`config.mk`:
```
export PLATFORM = sky130hd
export DESIGN_NAME = fb_packet_loader
export DESIGN_NICKNAME = d
export VERILOG_FILES = /design/src/rtl/fb_pkg.sv /design/src/rtl/fb_write_port.sv /design/src/rtl/fb_packet_loader.sv
export SDC_FILE = /design/constraint.sdc
export NUM_CORES = 1
export LEC_CHECK = 0
export BUFFER_PORTS_ARGS = -buffer_cell sky130_fd_sc_hd__buf_2
export CELL_PAD_IN_SITES_DETAIL_PLACEMENT = 1
export CELL_PAD_IN_SITES_GLOBAL_PLACEMENT = 1
export CORE_UTILIZATION = 39
export CTS_CLUSTER_SIZE = 14
export DETAILED_ROUTE_END_ITERATION = 8
export GPL_TIMING_DRIVEN = 0
export PLACE_DENSITY = 0.77
export SLEW_MARGIN = 10
export SYNTH_ARGS = -nofsm -noshare
export SYNTH_HDL_FRONTEND = slang
export SYNTH_SLANG_ARGS = --single-unit
```
`constraint.sdc`:
```
create_clock -name CLK -period 1.6 [get_ports CLK]
set_input_delay 0.32 -clock CLK [delete_from_list [all_inputs] [get_ports CLK]]
set_output_delay 0.32 -clock CLK [all_outputs]
set_load 0.02 [all_outputs]
```
`src/rtl/fb_pkg.sv`:
```
// -----------------------------------------------------------------------------
// fb_pkg
// Shared definitions for the frame-buffer packet loader slice:
//   - default opcodes CMD_WRITE / CMD_FILL
//   - parser state enumeration
//   - RGB565 pixel type
// No ports (package).
// -----------------------------------------------------------------------------
package fb_pkg;

  localparam logic [7:0] CMD_WRITE = 8'h01;
  localparam logic [7:0] CMD_FILL  = 8'h02;

  // RGB565: {R[4:0], G[5:0], B[4:0]}
  typedef logic [15:0] pixel_t;

  typedef enum logic [3:0] {
    ST_IDLE,
    ST_ADDR_H,
    ST_ADDR_L,
    ST_PIX_H,
    ST_PIX_L,
    ST_WAIT_ACK,
    ST_CNT_H,
    ST_CNT_L,
    ST_COL_H,
    ST_COL_L,
    ST_FILL_RUN,
    ST_DISCARD
  } state_e;

endpackage

```
`src/rtl/fb_write_port.sv`:
```
// -----------------------------------------------------------------------------
// fb_write_port
// Frame-buffer write handshake. Holds the request, address and data registers
// and advances the address on every accepted write.
//
// Ports:
//   CLK          clock
//   RST          synchronous reset, active-low
//   i_addr_load  load i_addr as the next write address
//   i_addr       start address (already truncated to ADDR_W)
//   i_start      raise the request next cycle with i_data as the pixel
//   i_data       pixel to write
//   i_hold       sampled on an accepted write: keep the request up for another
//                write at the incremented address (back-to-back runs)
//   i_ack        frame buffer accepts the write this cycle
//   o_req        write request
//   o_addr       write word address
//   o_data       write pixel
//   o_done       combinational: a write is accepted this cycle (o_req & i_ack)
// -----------------------------------------------------------------------------
module fb_write_port #(
  parameter int ADDR_W = 16
) (
  input  logic              CLK,
  input  logic              RST,
  input  logic              i_addr_load,
  input  logic [ADDR_W-1:0] i_addr,
  input  logic              i_start,
  input  logic [15:0]       i_data,
  input  logic              i_hold,
  input  logic              i_ack,
  output logic              o_req,
  output logic [ADDR_W-1:0] o_addr,
  output logic [15:0]       o_data,
  output logic              o_done
);

  import fb_pkg::*;

  logic              r_req;
  logic [ADDR_W-1:0] r_addr;
  pixel_t            r_data;
  logic              w_done;

  assign w_done = r_req & i_ack;

  // NOTE: state registers use non-blocking assignments so every flop samples
  // the pre-edge values; blocking here would create order-dependent races.
  always_ff @(posedge CLK) begin
    if (!RST) begin
      r_req  <= 1'b0;
      r_addr <= '0;
      r_data <= '0;
    end else begin
      // Address wraps naturally at 2^ADDR_W.
      if (i_addr_load) r_addr <= i_addr;
      else if (w_done) r_addr <= r_addr + ADDR_W'(1);

      if (i_start) begin
        r_req  <= 1'b1;
        r_data <= i_data;
      end else if (w_done) begin
        r_req  <= i_hold;
      end
    end
  end

  assign o_req  = r_req;
  assign o_addr = r_addr;
  assign o_data = r_data;
  assign o_done = w_done;

endmodule

```
`src/rtl/fb_packet_loader.sv`:
```
// -----------------------------------------------------------------------------
// fb_packet_loader
// Parses decoded packet bytes from the UART/COBS receive path and turns them
// into frame-buffer writes. WRITE packets carry a start address followed by
// pixel pairs; FILL packets (build with FB_LOADER_FILL_CMD_EN defined) write
// one colour to a run of consecutive addresses. BUSY throttles the decoder
// while a write is outstanding.
//
// Configuration macro: FB_LOADER_FILL_CMD_EN
//   defined   : FILL command, FILL states and count register are built
//   undefined : CMD_FILL is an unknown opcode (ERR, packet discarded)
//
// Ports:
//   CLK       clock
//   RST       synchronous reset, active-low
//   IN_VALID  IN_DATA holds a payload byte (one-cycle strobe)
//   IN_DATA   payload byte
//   IN_END    packet boundary strobe (never together with IN_VALID)
//   BUSY      upstream must not strobe IN_VALID
//   WR_REQ    frame-buffer write request
//   WR_ADDR   write word address
//   WR_DATA   write pixel (RGB565)
//   WR_ACK    frame buffer accepts the write this cycle
//   ERR       one-cycle error pulse
//   PKT_DONE  one-cycle pulse on a cleanly closed packet
// -----------------------------------------------------------------------------
module fb_packet_loader #(
  parameter int         ADDR_W    = 16,
  parameter logic [7:0] CMD_WRITE = fb_pkg::CMD_WRITE,
  parameter logic [7:0] CMD_FILL  = fb_pkg::CMD_FILL
) (
  input  logic              CLK,
  input  logic              RST,
  input  logic              IN_VALID,
  input  logic [7:0]        IN_DATA,
  input  logic              IN_END,
  output logic              BUSY,
  output logic              WR_REQ,
  output logic [ADDR_W-1:0] WR_ADDR,
  output logic [15:0]       WR_DATA,
  input  logic              WR_ACK,
  output logic              ERR,
  output logic              PKT_DONE
);

  import fb_pkg::*;

  state_e      r_state, w_state_next;
  logic [7:0]  r_byte_h, w_byte_h_next;   // shared high-byte latch for all fields
  logic        r_end_pending, w_end_pending_next;
  logic        r_err, w_err_next;
  logic        r_pkt_done, w_pkt_done_next;
`ifdef FB_LOADER_FILL_CMD_EN
  logic        r_is_fill, w_is_fill_next;
  logic [15:0] r_cnt, w_cnt_next;
`endif

  logic        w_busy;
  logic        w_close;
  logic        w_addr_load;
  logic        w_start;
  logic        w_hold;
  logic        w_wr_done;
  logic [15:0] w_word;

  assign w_busy = (r_state == ST_WAIT_ACK) || (r_state == ST_FILL_RUN);
  assign w_word = {r_byte_h, IN_DATA};

  always_ff @(posedge CLK) begin
    if (!RST) begin
      r_state       <= ST_IDLE;
      r_byte_h      <= '0;
      r_end_pending <= 1'b0;
      r_err         <= 1'b0;
      r_pkt_done    <= 1'b0;
`ifdef FB_LOADER_FILL_CMD_EN
      r_is_fill     <= 1'b0;
      r_cnt         <= '0;
`endif
    end else begin
      r_state       <= w_state_next;
      r_byte_h      <= w_byte_h_next;
      r_end_pending <= w_end_pending_next;
      r_err         <= w_err_next;
      r_pkt_done    <= w_pkt_done_next;
`ifdef FB_LOADER_FILL_CMD_EN
      r_is_fill     <= w_is_fill_next;
      r_cnt         <= w_cnt_next;
`endif
    end
  end

  // NOTE: every signal driven here gets a default first, so no path leaves a
  // value unassigned and no latch is inferred.
  always_comb begin
    w_state_next       = r_state;
    w_byte_h_next      = r_byte_h;
    w_end_pending_next = r_end_pending;
    w_err_next         = 1'b0;
    w_pkt_done_next    = 1'b0;
    w_close            = 1'b0;
    w_addr_load        = 1'b0;
    w_start            = 1'b0;
    w_hold             = 1'b0;
`ifdef FB_LOADER_FILL_CMD_EN
    w_is_fill_next     = r_is_fill;
    w_cnt_next         = r_cnt;
`endif

    if (w_busy) begin
      // Bytes arriving while busy are lost; boundaries are remembered once.
      w_err_next = IN_VALID;
      if (IN_END) w_end_pending_next = 1'b1;

      if (w_wr_done) begin
        if (r_state == ST_WAIT_ACK) begin
          w_close = r_end_pending | IN_END;
          if (!w_close) w_state_next = ST_PIX_H;
        end
`ifdef FB_LOADER_FILL_CMD_EN
        else begin
          w_cnt_next = r_cnt - 16'd1;
          w_close    = (r_cnt == 16'd1);
          w_hold     = (r_cnt != 16'd1);
        end
`endif
      end

      if (w_close) begin
        w_state_next       = ST_IDLE;
        w_end_pending_next = 1'b0;
        // A byte dropped in the closing cycle makes the packet unclean; the
        // ERR pulse wins so the two pulses never coincide.
        w_pkt_done_next    = !IN_VALID;
      end
    end else if (IN_VALID) begin
      case (r_state)
        ST_IDLE: begin
          if (IN_DATA == CMD_WRITE) begin
            w_state_next = ST_ADDR_H;
`ifdef FB_LOADER_FILL_CMD_EN
            w_is_fill_next = 1'b0;
          end else if (IN_DATA == CMD_FILL) begin
            w_state_next   = ST_ADDR_H;
            w_is_fill_next = 1'b1;
`else
          end else if (IN_DATA == CMD_FILL) begin
            // FILL not built: rejected exactly like an unknown opcode.
            w_err_next   = 1'b1;
            w_state_next = ST_DISCARD;
`endif
          end else begin
            w_err_next   = 1'b1;
            w_state_next = ST_DISCARD;
          end
        end
        ST_ADDR_H: begin
          w_byte_h_next = IN_DATA;
          w_state_next  = ST_ADDR_L;
        end
        ST_ADDR_L: begin
          w_addr_load  = 1'b1;
`ifdef FB_LOADER_FILL_CMD_EN
          w_state_next = r_is_fill ? ST_CNT_H : ST_PIX_H;
`else
          w_state_next = ST_PIX_H;
`endif
        end
        ST_PIX_H: begin
          w_byte_h_next = IN_DATA;
          w_state_next  = ST_PIX_L;
        end
        ST_PIX_L: begin
          w_start      = 1'b1;
          w_state_next = ST_WAIT_ACK;
        end
`ifdef FB_LOADER_FILL_CMD_EN
        ST_CNT_H: begin
          w_byte_h_next = IN_DATA;
          w_state_next  = ST_CNT_L;
        end
        ST_CNT_L: begin
          w_cnt_next   = w_word;
          w_state_next = ST_COL_H;
        end
        ST_COL_H: begin
          w_byte_h_next = IN_DATA;
          w_state_next  = ST_COL_L;
        end
        ST_COL_L: begin
          if (r_cnt == 16'd0) begin
            w_pkt_done_next = 1'b1;
            w_state_next    = ST_IDLE;
          end else begin
            w_start      = 1'b1;
            w_state_next = ST_FILL_RUN;
          end
        end
`endif
        default: ;  // DISCARD swallows payload bytes
      endcase
    end else if (IN_END) begin
      case (r_state)
        ST_IDLE: ;
        ST_PIX_H: begin
          w_pkt_done_next = 1'b1;
          w_state_next    = ST_IDLE;
        end
        ST_DISCARD: w_state_next = ST_IDLE;
        default: begin
          // Truncated header or half pixel: nothing is written for it.
          w_err_next   = 1'b1;
          w_state_next = ST_IDLE;
        end
      endcase
    end
  end

  fb_write_port #(
    .ADDR_W(ADDR_W)
  ) u_write_port (
    .CLK        (CLK),
    .RST        (RST),
    .i_addr_load(w_addr_load),
    .i_addr     (w_word[ADDR_W-1:0]),
    .i_start    (w_start),
    .i_data     (w_word),
    .i_hold     (w_hold),
    .i_ack      (WR_ACK),
    .o_req      (WR_REQ),
    .o_addr     (WR_ADDR),
    .o_data     (WR_DATA),
    .o_done     (w_wr_done)
  );

  assign BUSY     = w_busy;
  assign ERR      = r_err;
  assign PKT_DONE = r_pkt_done;

endmodule

```
Word-level counts from Yosys, hierarchy flattened

Index checks and enable logic that the tools add are counted.
Widths: inputs -> output; s select.

Shift-type cells: 0
Muxes and demuxes: 36
Bitwise operators: 3
Add/subtract/negate cells: 1
Order comparisons: 0
Eq/ne operators: 13
Divide/modulo/power cells: 0
Reductions and logical operators: 12
Multipliers: 0

Operators by type and width:

| cell                  | count |
|---|---|
| $mux 4                | 9 |
| $mux 16               | 2 |
| $mux 1                | 24 |
| $pmux 4 s5            | 1 |
| $add 16x1->16 const B | 1 |
| $eq 4x2->1 const B    | 2 |
| $eq 4x3->1 const B    | 2 |
| $eq 4x4->1 const B    | 2 |
| $eq 8x1->1 const B    | 1 |
| $ne 7x1->1 const B    | 1 |
| $ne 3x1->1 const B    | 2 |
| $reduce_and 6->1      | 1 |
| $reduce_bool 2->1     | 3 |
| $eq 4x1->1 const B    | 1 |
| $logic_not 4->1       | 1 |
| $ne 3x2->1 const B    | 1 |
| $ne 3x3->1 const B    | 1 |
| $reduce_and 3->1      | 1 |
| $reduce_bool 3->1     | 1 |
| $reduce_or 3->1       | 1 |
| $reduce_and 2->1      | 1 |
| $reduce_or 2->1       | 1 |
| $and 1x1->1           | 1 |
| $logic_not 1->1       | 1 |
| other kinds (3)       | 3 |

Memory bits (read-only): 0
Memories: 0
Word-level logic and storage cells: 73
Memory bits (writable): 0
Bits in latches: 0
Register bits after elaboration: 48
Output and inout port bits: 36

Longest topological paths before layout

Gate-level depths: netlist (run 1).

Depth in word-level cells: 6
Depth in mapped cells: 8
Mapped depth without buffers: 6

Hierarchy

A second synthesis (run 1) with hierarchy kept.

Cell total of the unflattened synthesis: 257
Area total of the unflattened synthesis: 2376.0 sq um

By module, submodules not included:

| module           | sequential area each (sq um) | instances | area each (sq um) | cells an instance |
|---|---|---|---|---|
| fb_write_port    | 660.6                        | 1         | 1510.2            | 165 |
| fb_packet_loader | 300.3                        | 1         | 865.8             | 92 |

Least setup slack after synthesis (run 1)

No wires, ideal clock.

Path type: reg2reg
Start point: reg u_write_port.r_addr[0], in the netlist u_write_port.o_addr[0]
End point: reg u_write_port.r_addr[14], in the netlist u_write_port.o_addr[14]
Path slack: 0.124 ns
Buffers on the path: 0
Arrival time: 1.355 ns
Clock period less this slack: 1.476 ns
Stages on the path, launching flop included: 6
Path through: dfxtp_1 -> ha_1 -> nand4_1 -> nor4_1 -> xnor2_1 -> a21oi_1

Longest elaborated chain between the ends: 3

Ends and longest elaborated chain:

| element                  | line                | source |
|---|---|---|
| start: declaration       | fb_write_port.sv:41 | `logic [ADDR_W-1:0] r_addr;` |
| start signal: assignment | fb_write_port.sv:56 | `if (i_addr_load) r_addr <= i_addr;` |
| start signal: assignment | fb_write_port.sv:57 | `else if (w_done) r_addr <= r_addr + ADDR_W'(1);` |
| $add 16x1->16            | fb_write_port.sv:57 |  |
| $mux 16                  | fb_write_port.sv:57 |  |
| $mux 16                  | fb_write_port.sv:56 |  |

No other way between the ends. The select of a mux whose other input is x is not followed.
A chain may end at the register's enable or synchronous reset.

Worst setup path after layout (run 1)

Start point: reg r_state[3]
End point: out BUSY

Longest elaborated chain between the ends: 2
Elaborated cells between the ends (all ways): 3
Classes of those cells: eq/ne (2); reduce/logical (1)

Ends and longest elaborated chain:

| element                                         | line                   | source |
|---|---|---|
| start: declaration                              | fb_packet_loader.sv:48 | `state_e r_state, w_state_next;` |
| start signal: assignment                        | fb_packet_loader.sv:81 | `r_state <= w_state_next;` |
| $eq 4x3->1 / $eq 4x4->1 (equally long branches) | fb_packet_loader.sv:66 | `assign w_busy = (r_state == ST_WAIT_ACK) \|\| (r_state == ST_FILL_RUN);` |
| $logic_or 1x1->1 *                              | fb_packet_loader.sv:66 |  |
| end: declaration                                | fb_packet_loader.sv:37 | `output logic BUSY,` |

Every way passes the cells marked *; elsewhere a longest branch is shown, timed or not.

==> results of run 1 <==
critical path: cells and delay by family, from the launching register on:
kind	cells	cell delay (ns)
buf+inv	3	0.27
simple gates	2	0.39
flops	1	0.35
cells in the final DEF, fill, tap and decap left out, types with 2 or more instances in the layout:
cell type   n
xnor2_1     6
buf_6       8
buf_4       9
xor2_1     10
nor3_4      2
o21ai_1     4
a211oi_1    8
clkbuf_1    5
dfxtp_1    41
nand2_1    59
dfxtp_2     7
nand3_1     5
inv_1       2
nand4_1     5
nand2b_1    3
and3_1      4
nor4b_1     2
clkbuf_8    5
nor2_1     17
a21oi_1    41
buf_2      49
o21ai_0    11
nand4bb_4   2
a31oi_1     2
timing repair:
| action | in CTS | in global routing |
|---|---|---|
| gates cloned | 0 | 2 |
| pin swaps | 4 | 7 |
| buffers inserted | 5 | 1 |
| setup endpoints to repair | 11 | 32 |
| resized for setup | 15 | 22 |
metal layers:
layer,share of wire [%],wire length (um)
met2,48,3194
met4,1.3,85
met3,5.5,366
met1,45,3030
met5,0,0
path summary, 6_finish.rpt:
path,start,end,slack [ns],cells after the start
setup / recovery,r_state[3]$_SDFFE_PN0P_,BUSY,-0.05,5
hold / removal,IN_VALID,PKT_DONE$_SDFF_PN0_,0.28,2
setup reg to reg,r_state[3]$_SDFFE_PN0P_,r_state[1]$_SDFFE_PN0P_,-0.03,6
hold reg to reg,u_write_port.o_data[7]$_SDFFE_PN0P_,u_write_port.o_data[7]$_SDFFE_PN0P_,0.46,2
cell type report:
type | count | area (um2) | area share, %
multi-input combinational | 207 | 1242 | 43.96
inverter | 3 | 16.27 | 0.5755
sequential | 48 | 969.7 | 34.31
timing repair buffer | 55 | 304.0 | 10.76
tap | 72 | 90.09 | 3.187
clock inverter | 2 | 12.51 | 0.4427
clock buffer | 5 | 68.82 | 2.435
buffer | 17 | 122.6 | 4.338
power breakdown:
group          total (W)  internal [W]  switching, W
clock           0.000726      0.000297      0.000429
sequential       0.00135       0.00127     0.0000859
combinational   0.000563      0.000235      0.000327
through the flow:
stage / power (W) / util (%) / hold WS, ns
detailed placement: 0.001848 / 46.56 / 0.4467
CTS: 0.002583 / 49.67 / 0.2632
global route: 0.002736 / 51.33 / 0.2827
finish: 0.002640 / 51.33 / 0.2772
floorplan: 0.001686 / - / 0.4420
global placement: 0.001835 / 46.56 / 0.4404
flip-flops by register name, summed over array words and instances (netlist names):
name	flops
ERR	1
PKT_DONE	1
r_byte_h	8
r_end_pending	1
r_state	4
u_write_port.o_addr	16
u_write_port.o_data	16
u_write_port.o_req	1
cells by family (layout without fill, tap and decap cells):
family / count (synthesis) / count (layout) / synth area share, %
xor+xnor: 16 / 16 / 6.260
fa+ha+maj: 1 / 1 / 0.5589
flops: 48 / 48 / 42.93
buf+inv: 20 / 82 / 5.366
mux: 1 / 1 / 0.4472
compound gates: 73 / 73 / 18.28
simple gates: 116 / 116 / 26.16
==> metrics.csv, run 1 <==
metric;value;unit
cts_tree;built;
layout.nets;351;
synth_ff_type;dfxtp_1;
portBuffers;47;
synth_edf_count;0;
clock_sinks;48;
worst_path_max_delay_cell;dfxtp_2;
hp-class;in2reg;
grt_pass1_wl;10540;um
diodes;0;
wl;6676;um
drc;0;
grt_usage;22.34;%
cp_common_cell;buf_6;
fin_crit_sh;102.8;%
die_x;77.76;um
final_cells;409;
netlist_instances;275;
routedWlPerCell;16.32;um
clk_latency;0.31;ns
overflow;0;
design_area;2826;um2
worstMarginPinSlew;0.5414;ns
grt_start_max_net_pins;15;
violations;setup timing;
first_global_vias;2124;
antenna_found_initial;0;
fp.coreArea;5507;um2
busiest_layer;met2;
die_h;77.76;um
synth_top_cell_area_share;42.93;%
crit_chain;buf_6, nand4bb_4, and2_4, clkinv_4, buf_6;
detail_route.iter0.violations;107;
postSynthNetCount;289;
drt-vias-per-instance;5.416;
grt_util_met1;28.98;%
yosysTopAreaCell;dfxtp_1;
clkTransAtPathRegs;0.09;ns
cp_slowest_stage_delay;0.35;ns
max_clock_freq;607.7;MHz
yosysUniqueCellTypes;45;
critPathKind;reg2out;
cp.arrival;1.33;ns
vdd_drop_max;0.4085;mV
start_util;40.65;%
async_reset_ff_share;0;%
critPathMaxFanout;3;
synth_seq_cells;48;
status;finished, violations left;
syn_area;2238;um2
setup_tns;-0.07489;ns
rows;27;
use_met2;36.90;%
die_area;6047;um2
drtAntennaViolNets;0;
syn2layout_area_growth;26.27;%
cts_root_buffer;clkbuf_8;
start_kind;flip-flop;
period_minus_slack;1.645;ns
skew;0.004083;ns
cts_max_level;2;
ys_warn_count;0;
p_leak;1.140;nW
avgSynthCellArea;8.140;um2
ys_top_cells_by_count;nand2_1 (60), dfxtp_1 (48), a21oi_1 (41);
pre_cts_ws;-0.1729;ns
ios;49;
end_kind;primary output;
yosys.cell_count.top_type;nand2_1;
place_congestion;0.8637;
cts_made_buffers;5;
drv_cap;0;
dpl.cell_count;394;
drive_gt1_share;29.38;%
fillers;693;
dpl_cell_area;2564;um2
hpwl;4712;um
maxSlewHeadroom;63.90;%
rsz0062_at_grt;yes;
num_vias;2215;
synth_seq_area_share;42.93;%
ctsHoldBuffers;0;
cts.path.max_buffers;2;
first_pass_iters;4;
crit_required;1.28;ns
p_per_area;934.0;nW/um2
setup_slack;-0.04547;ns
grt_use_met3;4.706;%
finalMaxSlewViolations;0;
synth.area.top_cells;dfxtp_1 (43%), nand2_1 (10%), a21oi_1 (9.2%);
setup_violations;2;
hold_violations;0;
No activity file was read; power rests on OpenSTA's default activity.
==> inputs of run 2 (changes only) <==
BUFFER_PORTS_ARGS = default   (was -buffer_cell sky130_fd_sc_hd__buf_2)
CORE_MARGIN = 10   (was default)
CORE_UTILIZATION = 45   (was 39)
DONT_BUFFER_PORTS = 1   (was default)
PLACE_DENSITY = default   (was 0.77)
PLACE_DENSITY_LB_ADDON = 0.3   (was default)
==> run 2 against run 1 <==
  * The flow still finishes with violations (setup timing)
  * Final cell count fell by 14%
  * Fmax rose by 1.7%
  * Wire length shrank 0.40%
  * Cell area decreased by 9.2%
  * Critical path type unchanged
  * Clock-buffer cell count is 1 higher
  * Via count decreased by 9.0%
  * First-iteration DRC count fell by 48%
  * Worst setup slack gained 0.028 ns
  * Clock power increased by 29%
  * Critical endpoint unchanged
  * Die area grew 36%
==> metrics.csv, run 2 (synthesis gave the netlist of run 1 again) <==
metric;value;unit
drt-vias-per-instance;5.711;
hp-start;IN_DATA[4];
grt_usage;16.22;%
portBuffers;0;
grt_start_max_net_pins;16;
cts_root_buffer;clkbuf_8;
place_congestion;0.8593;
rrSetupSlack;0.02;ns
cp.arrival;1.30;ns
hold_depth;2;
hold_slack;0.1342;ns
setup_slack;-0.01732;ns
cts_made_buffers;5;
cts.path.max_buffers;2;
grt_pass1_wl;11030;um
finalMaxSlewViolations;0;
clkTransAtPathRegs;0.09;ns
crit_chain;buf_8, nand4bb_4, and2_4, clkinv_4;
violations;setup timing;
clock_sinks;48;
rr_startpoint;r_state[1]$_SDFFE_PN0P_;
layout_common_cells;nand2_1 (59), a21oi_1 (41), dfxtp_1 (35), nor2_1 (17), o21ai_0 (12);
die_h;90.53;um
fp.coreArea;4786;um2
end_kind;primary output;
die_area;8196;um2
cts_tree;built;
worstReg2RegEnd;r_state[1]$_SDFFE_PN0P_;
r2r_cells;5;
syn2layout_area_growth;14.70;%
vdd_drop_max;0.5455;mV
final_cells;353;
antenna_found_initial;0;
first_pass_iters;4;
hold_violations;0;
drive_gt1_share;17.83;%
rows;25;
max_clock_freq;618.3;MHz
crit_required;1.28;ns
detail_route.iter0.violations;56;
fin_crit_sh;101.1;%
cts_max_level;2;
setup_violations;1;
utilization;53.65;%
cp_slowest_stage_delay;0.37;ns
clk_latency;0.31;ns
diodes;0;
hpwl;4910;um
first_global_vias;2082;
critPathMaxFanout;7;
num_vias;2016;
wl;6649;um
start_util;46.77;%
final_common_cell;nand2_1;
critPathKind;reg2out;
rsz0062_at_grt;yes;
routedWlPerCell;18.84;um
skew;0.002698;ns
drtAntennaViolNets;0;
drc;0;
period_minus_slack;1.617;ns
ios;49;
p_per_area;1075;nW/um2
status;finished, violations left;
worst_path_max_delay_cell;dfxtp_4;
maxSlewHeadroom;66.80;%
start_kind;flip-flop;
worstMarginPinSlew;0.4979;ns
layout.nets;299;
overflow;0;
p_leak;0.8868;nW
drv_cap;0;
hp-class;in2reg;
dpl.cell_count;342;
fillers;593;
hold_path_end;u_write_port.o_data[4]$_SDFFE_PN0P_;
die_x;90.53;um
-- run 2: changes by cell type in the layout (fill, tap and decap cells not counted), sizes merged --
| cell | previous run | this run |
|---|---|---|
| clkbuf | 11 | 12 |
| clkinvlp | 1 | 0 |
| buf | 66 | 14 |
| bufinv | 0 | 1 |
-- run 2: worst max-delay path by stage --
stage | startpoint | to | depth (start not counted)
after floorplan | u_write_port.o_addr[0]$_SDFFE_PN0P_ | u_write_port.o_addr[14]$_SDFFE_PN0P_ | 5
after global placement | IN_VALID | u_write_port.o_data[15]$_SDFFE_PN0P_ | 7
after detailed placement | u_write_port.o_addr[0]$_SDFFE_PN0P_ | u_write_port.o_addr[14]$_SDFFE_PN0P_ | 5
after CTS | r_state[3]$_SDFFE_PN0P_ | BUSY | 4
after global routing | r_state[2]$_SDFFE_PN0P_ | u_write_port.o_addr[11]$_SDFFE_PN0P_ | 6
final | r_state[3]$_SDFFE_PN0P_ | BUSY | 4
-- run 2: report_power, final --
group | total [W] | switching, W | leakage, nW | internal, W
Clock | 0.000939 | 0.000428 | 0.0614 | 0.000511
Sequential | 0.00142 | 0.000152 | 0.397 | 0.00127
Combinational | 0.000404 | 0.000221 | 0.428 | 0.000183
-- run 2: stage by stage --
step / worst slack, ns / power [W] / setup TNS, ns / cell area, um2
after global placement: -0.07515 / 0.001768 / -0.7584 / 2322
after floorplan: 0.1237 / 0.001686 / 0 / 2238
after CTS: 0.003434 / 0.002735 / 0 / 2492
after detailed placement: -0.1783 / 0.001785 / -1.729 / 2322
final: -0.01732 / 0.002761 / -0.01732 / 2567
after global routing: -0.1039 / 0.002885 / -1.059 / 2567
-- run 2: critical path: cells and delay by family, from the launching register on --
kind / cells / cell delay (ns)
buf+inv: 2 / 0.20
flops: 1 / 0.37
simple gates: 2 / 0.42
-- run 2: per-layer routing --
metal	track usage (%)	part of all wire, %	vias up
met5	0	0	-
met4	4.244	1.4	0
met3	7.149	9.8	12
met2	26.92	47	53
met1	18.49	42	982
li1	-	-	969
-- run 2: final cells by class --
class	instances	area [um2]	area share, %
clock inverter	2	38.79	1.511
multi-input combinational	207	1210	47.12
clock buffer	6	82.58	3.216
tap	67	83.83	3.265
inverter	3	16.27	0.6335
sequential	48	994.7	38.74
timing repair buffer	3	22.52	0.8772
buffer	17	118.9	4.630
-- run 2: timing repair --
item	in CTS	in global routing
hold buffers	0	0
pin swaps	1	4
buffers inserted	0	3
gates resized for setup	18	22
setup endpoints to repair	24	28
